### src/rtl/rx_fct_credit_ctrl.sv
// rx_fct_credit_ctrl: SpaceWire RX flow-control sequencer.
// Moves decoded characters into the RX FIFO and tracks the credit granted to
// the far end. It asks TX for an FCT whenever the FIFO can absorb 8 more
// characters. A character that arrives with zero credit latches a sticky error.
// Optional build macro RX_FCT_STATS_EN adds saturating statistics counters.
module rx_fct_credit_ctrl #(
  parameter int FIFO_DEPTH  = 64,
  parameter int FREE_W      = 7,
  parameter int CREDIT_MAX  = 56,
  parameter int CREDIT_STEP = 8,
  parameter int CRED_W      = 6
) (
  input  logic              posedge_clk,
  input  logic              rx_resetn,
  input  logic              link_run,
  input  logic              rx_char_valid,
  input  logic [8:0]        rx_data_flag,
  input  logic [FREE_W-1:0] fifo_free,
  output logic              fifo_wr_en,
  output logic [8:0]        fifo_wr_data,
  output logic              fct_req,
  input  logic              fct_ack,
  output logic [CRED_W-1:0] credit_outstanding,
  output logic              rx_credit_err,
  output logic [1:0]        ctrl_state
`ifdef RX_FCT_STATS_EN
  ,
  output logic [15:0]       stat_chars,
  output logic [15:0]       stat_fcts,
  output logic [7:0]        stat_drops
`endif
);

  localparam logic [1:0] S_IDLE = 2'd0;
  localparam logic [1:0] S_RUN  = 2'd1;
  localparam logic [1:0] S_REQ  = 2'd2;
  localparam logic [1:0] S_ERR  = 2'd3;

  // One extra bit on each side so that credit + write + step cannot overflow.
  localparam int SUM_W = FREE_W + 1;
  localparam int CW1   = CRED_W + 1;

  localparam logic [SUM_W-1:0] DEPTH_S = SUM_W'(FIFO_DEPTH);
  localparam logic [SUM_W-1:0] STEP_S  = SUM_W'(CREDIT_STEP);
  localparam logic [CW1-1:0]   STEP_C  = CW1'(CREDIT_STEP);
  localparam logic [CW1-1:0]   MAX_C   = CW1'(CREDIT_MAX);

  logic [1:0]        state, state_n;
  logic [CRED_W-1:0] credit_n;
  logic              fct_req_n, err_n, wr_en_n;
  logic [8:0]        wr_data_n;
  logic              ack_take, grant;
  logic [SUM_W-1:0]  free_s;
  logic [CW1-1:0]    credit_ack, credit_dec;

  assign ctrl_state = state;

  // Next-state, credit arithmetic and grant decision.
  always_comb begin
    state_n    = state;
    credit_n   = credit_outstanding;
    fct_req_n  = fct_req;
    err_n      = rx_credit_err;
    wr_en_n    = 1'b0;
    wr_data_n  = fifo_wr_data;
    grant      = 1'b0;
    // A FIFO never reports more room than it has; clamp a misbehaving input.
    free_s     = (SUM_W'(fifo_free) > DEPTH_S) ? DEPTH_S : SUM_W'(fifo_free);
    // An ack only counts while our request is actually up.
    ack_take   = link_run && (state == S_REQ) && fct_req && fct_ack;
    // The ack is applied before any same-cycle character is charged.
    credit_ack = {1'b0, credit_outstanding} + (ack_take ? STEP_C : '0);
    if (credit_ack > MAX_C)
      credit_ack = MAX_C;
    credit_dec = credit_ack;

    if (!link_run) begin
      state_n   = S_IDLE;
      credit_n  = '0;
      fct_req_n = 1'b0;
      err_n     = 1'b0;
    end else begin
      case (state)
        S_IDLE: state_n = S_RUN;
        S_ERR: begin
          err_n     = 1'b1;
          fct_req_n = 1'b0;
        end
        default: begin
          if (rx_char_valid && (credit_ack == '0)) begin
            state_n   = S_ERR;
            err_n     = 1'b1;
            fct_req_n = 1'b0;
          end else begin
            if (rx_char_valid) begin
              credit_dec = credit_ack - CW1'(1);
              wr_en_n    = 1'b1;
              wr_data_n  = rx_data_flag;
            end
            credit_n = credit_dec[CRED_W-1:0];
            // Room for everything already promised, the write in flight and a new step.
            grant = (free_s >= (SUM_W'(credit_dec) + SUM_W'(fifo_wr_en) + STEP_S)) &&
                    ((credit_dec + STEP_C) <= MAX_C);
            if ((state == S_REQ) && !ack_take) begin
              fct_req_n = 1'b1;
            end else if ((state == S_RUN) && grant) begin
              state_n   = S_REQ;
              fct_req_n = 1'b1;
            end else begin
              // Returning from an ack always spends one cycle in S_RUN.
              state_n   = S_RUN;
              fct_req_n = 1'b0;
            end
          end
        end
      endcase
    end
  end

  // Registered state and outputs.
  always_ff @(posedge posedge_clk or negedge rx_resetn) begin
    if (!rx_resetn) begin
      state              <= S_IDLE;
      credit_outstanding <= '0;
      fct_req            <= 1'b0;
      rx_credit_err      <= 1'b0;
      fifo_wr_en         <= 1'b0;
      fifo_wr_data       <= '0;
    end else begin
      state              <= state_n;
      credit_outstanding <= credit_n;
      fct_req            <= fct_req_n;
      rx_credit_err      <= err_n;
      fifo_wr_en         <= wr_en_n;
      fifo_wr_data       <= wr_data_n;
    end
  end

`ifdef RX_FCT_STATS_EN
  logic drop;
  assign drop = link_run && rx_char_valid && ((state == S_IDLE) || (state == S_ERR));

  // Saturating statistics; cleared whenever the link is not running.
  always_ff @(posedge posedge_clk or negedge rx_resetn) begin
    if (!rx_resetn) begin
      stat_chars <= '0;
      stat_fcts  <= '0;
      stat_drops <= '0;
    end else if (!link_run) begin
      stat_chars <= '0;
      stat_fcts  <= '0;
      stat_drops <= '0;
    end else begin
      if (wr_en_n && (stat_chars != '1))
        stat_chars <= stat_chars + 16'd1;
      if (ack_take && (stat_fcts != '1))
        stat_fcts <= stat_fcts + 16'd1;
      if (drop && (stat_drops != '1))
        stat_drops <= stat_drops + 8'd1;
    end
  end
`endif

endmodule

### config.mk
export PLATFORM = sky130hd
export DESIGN_NAME = rx_fct_credit_ctrl
export DESIGN_NICKNAME = d
export VERILOG_FILES = /design/src/rtl/rx_fct_credit_ctrl.sv
export SDC_FILE = /design/constraint.sdc
export NUM_CORES = 1
export LEC_CHECK = 0
export ABC_AREA = 1
export CAP_MARGIN = 10
export CELL_PAD_IN_SITES_DETAIL_PLACEMENT = 0
export CELL_PAD_IN_SITES_GLOBAL_PLACEMENT = 1
export CORE_ASPECT_RATIO = 0.75
export CORE_MARGIN = 2
export CORE_UTILIZATION = 32
export CTS_CLUSTER_SIZE = 16
export DETAILED_ROUTE_END_ITERATION = 7
export GPL_TIMING_DRIVEN = 0
export PLACE_DENSITY_LB_ADDON = 0.1
export SYNTH_ARGS = -nofsm -noshare
export SYNTH_HDL_FRONTEND = slang
export SYNTH_SLANG_ARGS = --single-unit
### constraint.sdc
create_clock -name posedge_clk -period 3.4 [get_ports posedge_clk]
set_input_delay 1.02 -clock posedge_clk [delete_from_list [all_inputs] [get_ports posedge_clk]]
set_output_delay 1.02 -clock posedge_clk [all_outputs]
set_load 0.03 [all_outputs]
# Word-level counts from Yosys, hierarchy flattened
# Cells that the tools add are included.
[word_totals]
regBits = 20
latchBits = 0
ramBits = 0
rom_bits = 0
input_bits = 21
out_inout_bits = 20
memories = 0
[classes]
n_addsub = 5
multipliers = 0
div = 0
magnitude_cmp = 4
n_eq_ne = 9
shifts = 0
muxes = 27
n_bitwise = 2
n_reduce_logical = 15
[ops]
columns = ["cell", "n"]
rows = [
  ["7-bit two-way mux", 6],
  ["6-bit two-way mux", 3],
  ["1-bit two-way mux", 10],
  ["7-bit by 1-bit adder with 8-bit output", 1],
  ["8-bit by 4-bit adder with 8-bit output, second input constant", 1],
  ["7-bit by 8-bit greater-or-equal comparator with 1-bit output", 1],
  ["2-bit two-way mux", 4],
  ["2-bit != test, second input constant", 4],
  ["6-bit by 4-bit adder with 7-bit output", 1],
  ["7-bit by 4-bit adder with 7-bit output, second input constant", 1],
  ["7-bit by 6-bit > comparator with 1-bit output, second input constant", 1],
  ["7-bit > comparator, second input constant", 1],
  ["7-bit by 6-bit less-or-equal comparator with 1-bit output, second input constant", 1],
  ["1-bit logical AND", 7],
  ["7-bit logical NOT", 1],
  ["7-bit by 1-bit subtractor with 7-bit output, second input constant", 1],
  ["2-bit AND reduction", 3],
  ["2-bit == test, second input constant", 2],
  ["4-bit two-way mux", 1],
  ["4-bit by 3-bit != test with 1-bit output, second input constant", 1],
  ["1-bit one-hot mux with 2 select lines", 2],
  ["2-bit one-hot mux with 2 select lines", 1],
  ["4-bit AND reduction", 1],
  ["3-bit by 1-bit != test with 1-bit output, second input constant", 1],
  ["5 further kinds", 6],
]

# Depth between registers and ports, before layout
[logic_depth]
word_depth = 23
mapped_depth = 35

# Least setup slack after synthesis
# Ideal clock, no wire load.
[synth_path]
path_kind = "input-to-reg"
start = "in link_run"
end = "reg state[0], in the netlist ctrl_state[0]"
setup_ps = 119
arrival_time_ps = 4251
required_ps = 3281
path_slack_ps = -969
stages = 30
cell_sequence = "buf_2 inv_1 nor3_1 ha_1 ha_1 nand2_1 inv_2 nand3_4 nand3_1 ha_1 nand2_1 nand2_1 inv_1 ha_1 inv_1 ha_1 nand2_1 nand2_1 nand2_1 nand2_1 nand2_1 nand2_1 nand2_1 nand2_1 nand2_1 nand2_1 nand2_1 nand2_1 nand3_2 o21a_1"
[synth_via]
elab_chain_len = 22
elab_cells_between_ends = 31
[synth_lines]
columns = ["element", "line_no", "rtl"]
rows = [
  ["start, declared", "15", "input logic link_run,"],
  ["1-bit logical AND (3 in series)", "70", "ack_take = link_run && (state == S_REQ) && fct_req && fct_ack;"],
  ["4-bit two-way mux", "72", "credit_ack = {1'b0, credit_outstanding} + (ack_take ? STEP_C : '0);"],
  ["6-bit by 4-bit adder with 7-bit output", "72", ""],
  ["7-bit by 6-bit > comparator with 1-bit output", "73", "if (credit_ack > MAX_C)"],
  ["7-bit two-way mux", "73", ""],
  ["7-bit by 1-bit subtractor with 7-bit output", "96", "credit_dec = credit_ack - CW1'(1);"],
  ["7-bit two-way mux", "95", "if (rx_char_valid) begin"],
  ["7-bit two-way mux", "90", "if (rx_char_valid && (credit_ack == '0)) begin"],
  ["(+4 left out)", "n/a", ""],
  ["7-bit by 8-bit greater-or-equal comparator with 1-bit output", "102", "grant = (free_s >= (SUM_W'(credit_dec) + SUM_W'(fifo_wr_en) + STEP_S)) &&"],
  ["1-bit logical AND", "102", ""],
  ["1-bit logical AND", "106", "end else if ((state == S_RUN) && grant) begin"],
  ["2-bit two-way mux", "106", ""],
  ["2-bit two-way mux", "104", "if ((state == S_REQ) && !ack_take) begin"],
  ["2-bit two-way mux", "90", ""],
  ["2-bit one-hot mux with 2 select lines", "83", "case (state)"],
  ["2-bit two-way mux", "77", "if (!link_run) begin"],
  ["end signal, assigned", "130", "state <= state_n;"],
  ["end, declared", "48", "logic [1:0] state, state_n;"],
]
# Parallel ways exist; a longest one is shown, timed or not. The select of a mux whose other input is x is not followed.
# A chain may end at the register's enable or synchronous reset.

# Worst setup path in the final report
[layout_path]
start = "in fct_ack"
end = "reg state[0], in the netlist ctrl_state[0]"
[layout_via]
elab_chain_len = 20
elab_cells_between_ends = 28
[layout_lines]
columns = ["element", "line_no", "rtl"]
rows = [
  ["start, declared", "22", "input logic fct_ack,"],
  ["1-bit logical AND *", "70", ""],
  ["4-bit two-way mux", "72", ""],
  ["6-bit by 4-bit adder with 7-bit output", "72", ""],
  ["7-bit by 6-bit > comparator with 1-bit output", "73", ""],
  ["7-bit two-way mux", "73", ""],
  ["7-bit by 1-bit subtractor with 7-bit output", "96", ""],
  ["7-bit two-way mux", "95", ""],
  ["7-bit two-way mux", "90", ""],
  ["(+4 left out)", "n/a", ""],
  ["7-bit by 8-bit greater-or-equal comparator with 1-bit output", "102", ""],
  ["1-bit logical AND", "102", ""],
  ["1-bit logical AND", "106", ""],
  ["2-bit two-way mux", "106", ""],
  ["2-bit two-way mux", "104", ""],
  ["2-bit two-way mux", "90", ""],
  ["2-bit one-hot mux with 2 select lines", "83", ""],
  ["2-bit two-way mux", "77", ""],
]
# Every way passes the cells marked *; elsewhere a longest branch is shown, timed or not. The select of a mux whose other input is x is not followed.

==> run metrics <==
outcome finished with violations; failing checks setup timing; Worst EP arrival between 3000 and 4000 ps; Post-CTS Hold Fix Bufs 0; crit path time final 3840 ps; Register Area 500 um2; TNS Setup -1250 ps; latest clock arrival within the worst-skew pair 260 ps; Final Cycle Share 113%; final WL 4110 um; Multi-input gate area 1170 um2; register area share after synthesis 28.8%; CORE AREA 5300 um2; Placement Rows 23; Layout Skew between 7 and 8 ps; Seq cells post-synth 20; peak per-stage delay on the critical path 270 ps; worst rel slew slack 38.6%; WP data required ~3600 ps; final layout net count 325; RSZ-0062 raised after global routing true; Yosys Warn Count 0; area fraction of the dominant cell type after synthesis 28.8%; crit start category input port; worst setup margin -438 ps; vias in the first global route 1,431; Routed Antenna Nets 0; Area Growth Syn to Fin 44.8%; most used cell, CP nand2_1; initial antenna violation count 0; layout cells sized above 1 25.3%; # IOs 41; starting DRC count in detailed routing 68; critical path class in -> reg; crit path capture ctrl_state[0]$_DFFE_PN0P_; CTS tree done; Critical Path Sink Type flip-flop; Yosys cell types 29; final setup vio count 3; chip height 67.8 um; Worst Setup SP fct_ack; power density cells around 900 nW/um2; full die area 6030 um2; floorplan die width 89.0 um; Hold Worst Slack 512 ps; reg-to-reg setup timing slack -340 ps; total vias in the final route around 1,600; H-tree levels 1; CP max-delay cell ha_4; origin of the critical flop-to-flop path ctrl_state[0]$_DFFE_PN0P_; synthesized area per cell ~7.4 um2; first-pass detailed-route iteration total 4; Initial Util 32.8%; post-synth top area cell dfrtp_1; critical path peak fanout 3; TritonCTS Buffers 3; first-pass GRT wire length slightly below 7000 um; Worst-Margin Slew 918 ps; reg2reg path depth 32; Mapped Cells 233; worst vdd ir around 0.37 mV; total power 2.25 mW; Finished Layout Cells 360; DRC Markers 0; GRT Util Overall 14.5%; dpl ws -1320 ps; Ant. Diodes 0; largest net degree at the start of global routing 21; CTS Sinks 20; Final Hold Fails 0; Max Slew Vio Count 0; routability cong. 0.808; FILL cells 559; reg-to-reg endpoint ctrl_state[0]$_DFFE_PN0P_; HP Start rx_credit_err$_DFFE_PN0P_; syn_nets 272; drt via density 4.43; Root Buffer clkbuf_8; Post-DP HPWL 3190 um; Peak Freq 261 MHz; Pleak 1.21 nW; WL per Instance roughly 11 um; ranking of synthesized cells by area dfrtp_1, nand2_1, ha_1; max cap viols 0; Cells after DPL ~350; post-synthesis instance area approximately 1700 um2; min-delay worst type reg -> reg; grt ovf 0; Reg clk slew, reported paths 80 ps; Max clock buf depth 2; Buffers on Ports 39
[report_power, final]
group / switching, mW / leakage [nW] / internal, mW
clock network: 0.0792 / 0.0288 / 0.103
logic: 0.960 / 0.928 / 0.670
registers: 0.102 / 0.257 / 0.337
total: 1.14 / 1.21 / 1.11
[cell usage after synthesis, drive strengths merged]
| cell | number |
|---|---|
| nand3b | 1 |
| dfrtp | 20 |
| nor4 | 1 |
| o22ai | 2 |
| nor2 | 13 |
| o21ai | 14 |
| nor3 | 4 |
| o21a | 1 |
| nand4 | 5 |
| inv | 49 |
| xnor2 | 3 |
| buf | 2 |
| xor2 | 2 |
| clkbuf | 1 |
| ha | 18 |
| nand2 | 69 |
| nand3 | 26 |
| a21oi | 2 |
[metrics by stage]
step / util (%) / instance area [um2]
floorplan: - / 1830
global placement: 43.6 / 2310
detailed placement: 43.6 / 2310
CTS: 46.7 / 2470
global route: 47.4 / 2510
finish: 47.4 / 2510
[kinds of logic after synthesis]
group	synth area share, %
buf+inv	12.1
compound gates	7.71
flops	28.8
fa+ha+maj	13.0
xor+xnor	2.52
simple gates	35.8
[registers in the layout, summed over array words and instances (netlist names)]
name and count:
credit_outstanding 6, ctrl_state 2, fct_req 1, fifo_wr_data 9
fifo_wr_en 1, rx_credit_err 1
[per-layer routing]
layer,global-route usage (%),vias to the layer above,part of all wire (%)
met2,20.6,44,42
li1,-,840,-
met1,22.7,710,52
met5,0,-,0
met3,3.42,2,5.6
met4,1.68,0,0.34
[worst min path at each step]
stage	to	slack, ps	depth (start not counted)
floorplan	rx_credit_err$_DFFE_PN0P_	660	2
global placement	rx_credit_err$_DFFE_PN0P_	490	2
CTS	rx_credit_err$_DFFE_PN0P_	520	2
detailed placement	rx_credit_err$_DFFE_PN0P_	500	2
global route	fifo_wr_data[5]$_DFFE_PN0P_	560	2
finish	rx_credit_err$_DFFE_PN0P_	510	2
[repair_timing]
item | CTS | global route
setup endpoints to repair | 13 | 3
pin swaps | 28 | 20
resized for setup | 16 | 8
buffers inserted | 7 | 2
[cell usage in the layout (no fill, tap or decap), types with 5 or more instances in the layout]
cell type | Yosys | layout
buf_4 | 0 | 9
nand4_1 | 5 | 5
ha_1 | 18 | 11
nor2_1 | 9 | 9
nand3_1 | 20 | 18
nand2_4 | 3 | 5
dfrtp_1 | 20 | 20
inv_1 | 46 | 42
nand2_1 | 61 | 50
nand2_2 | 5 | 14
o21ai_2 | 9 | 9
ha_4 | 0 | 6
clkdlybuf4s50_1 | 0 | 38
[worst max-delay path: cells and delay by family]
kind | cells | cell delay [ps]
simple gates | 21 | 1510
fa+ha+maj | 5 | 1080
buf+inv | 4 | 180
compound gates | 1 | 190
[area by class of cell]
class                   instances  share of cell area (%)
flip-flops and latches         20                    19.9
inverters                      49                    7.82
well taps                      75                    3.74
repair buffers                 48                    18.3
plain buffers                   3                    1.54
clock buffers                   4                    2.19
multi-input cells             161                    46.5
Power figures use the tool's default switching activity.
==> edit (same settings) <==
Take the reset off `fifo_wr_data` and load it in a clocked block of its own.
--- a/src/rtl/rx_fct_credit_ctrl.sv
+++ b/src/rtl/rx_fct_credit_ctrl.sv
@@ -125,15 +125,17 @@
       fct_req            <= 1'b0;
       rx_credit_err      <= 1'b0;
       fifo_wr_en         <= 1'b0;
-      fifo_wr_data       <= '0;
     end else begin
       state              <= state_n;
       credit_outstanding <= credit_n;
       fct_req            <= fct_req_n;
       rx_credit_err      <= err_n;
       fifo_wr_en         <= wr_en_n;
-      fifo_wr_data       <= wr_data_n;
     end
+  end
+
+  always_ff @(posedge posedge_clk) begin
+    fifo_wr_data <= wr_data_n;
   end
 
 `ifdef RX_FCT_STATS_EN
Check against the original RTL: differs if rx_resetn is asserted again (counterexample within 4 cycles, from zero or initial values and one cycle with rx_resetn low); with rx_resetn held inactive, the same outputs for 10 cycles.
==> edit against the unedited design <==
  * The flow still finishes with violations (setup timing)
  * Critical path depth is 2 lower
  * Highest routed layer unchanged
  * Critical path type unchanged
  * Maximum frequency is 2.7% higher
  * Sequential cell count stayed put
  * Design area is 0.50% higher
  * Largest power group unchanged
  * Synthesized area is 4.9% lower
  * Worst setup slack better by 0.10 ns
  * Wire length is 3.9% higher
  * Power is 11% lower
==> edit: results (changes against the unedited design) <==
The cell internal power dissipation is 1.06 mW (was 1.11 mW), and the routed length on met1 is 2200 µm (was 2130 µm). The highest-delay cell along the critical path is sky130_fd_sc_hd__nor3_4 (was sky130_fd_sc_hd__ha_4). The proportion of synthesized chip area in sequential cells is 33.1% (was 28.8%), and the per-cell routed wire length is 12.6 µm (was 11.4 µm). Endpoint of the worst-slack reg-to-reg timing path: ctrl_state[1]$_DFFE_PN0P_ (was ctrl_state[0]$_DFFE_PN0P_). The post-synthesis compound-gate area fraction works out to 6.07% (was 7.71%). The total placed instance area is 2220 µm² (was 2310 µm²).

The logs give 3 (unchanged) for the number of setup violations in the final report and 16.6% (was 14.5%) for the total track usage. The number of placed instances with taps included came out at 319 (was 347). The top fanout value on the critical path was 5 (was 3).

The flow ran to the end, but the final reports show violations. The tools report the met3 demand-to-capacity share in global routing as 3.37% (was 3.42%). The data arrival time of the worst path was 3.90 ns (was 3.99 ns); the area added between synthesis and finish was 53.0% (was 44.8%). The adder-cell share of the synthesized area was 13.6% (was 13.0%). Sum of met2 wire segment lengths after detailed routing: 1860 µm (was 1740 µm). The clock group power came out at 241 µW (was 182 µW).

Synth area leaders: sky130_fd_sc_hd__dfrtp_1, sky130_fd_sc_hd__edfxtp_1, sky130_fd_sc_hd__ha_1 (was sky130_fd_sc_hd__dfrtp_1, sky130_fd_sc_hd__nand2_1, sky130_fd_sc_hd__ha_1). The proportion of register bits with asynchronous set or reset after synthesis came out at 55.0% (was 100%). The net count of the mapped netlist is 259 (was 272), and the sequential share of power is 20.3% (was 19.5%). The tools report the first-pass GRT wire length as 7360 µm (was 6750 µm). The proportion of layout cells with a drive suffix above 1 was 26.8% (was 25.3%); the worst slack at placement was -1.31 ns (was -1.32 ns). The clock network fraction of design power was 12.1% (was 8.1%); the final critical-path setup slack was -0.336 ns (was -0.438 ns).

The logs give -0.20 ns (was -0.34 ns) for the minimum setup slack among reg-to-reg paths and 13 (was 21) for the largest net degree at the start of global routing. The routed length on met3 was 186 µm (was 229 µm). The tools report the clock skew as 0.00253 ns (was 0.00736 ns).

For the number of global-route vias before repair, the log shows 1519 (was 1431). Violated checks: setup timing (unchanged). The number of enable-type register cells in the synthesized netlist was 9 (was 0); the leakage power of the design was 1.17 nW (was 1.21 nW). For the global placement routability congestion, the log shows 0.764 (was 0.808).
==> edit: changes by cell type after synthesis, moves of 3 or more <==
cell	change
sky130_fd_sc_hd__dfrtp_1	-9
sky130_fd_sc_hd__edfxtp_1	+9
sky130_fd_sc_hd__inv_1	-10
sky130_fd_sc_hd__nand2_1	-7
sky130_fd_sc_hd__nor2_1	+9
sky130_fd_sc_hd__o21ai_1	+3
sky130_fd_sc_hd__o21ai_2	-7
==> edit: timing repair <==
| action | 4_1_cts | 5_1_grt |
|---|---|---|
| endpoints found under the setup margin | 12 | 12 |
| setup buffers | 15 | 2 |
| gates resized for setup | 23 | 3 |
| pin swaps | 26 | 16 |
| gates cloned | 0 | 0 |
==> edit: cell type report <==
type,count,share of cell area [%]
clock buffers,3,1.64
well taps,60,2.97
multi-input cells,158,45.0
inverters,39,6.10
clock inverters,1,1.19
repair buffers,56,20.3
flip-flops and latches,20,21.6
plain buffers,3,1.14
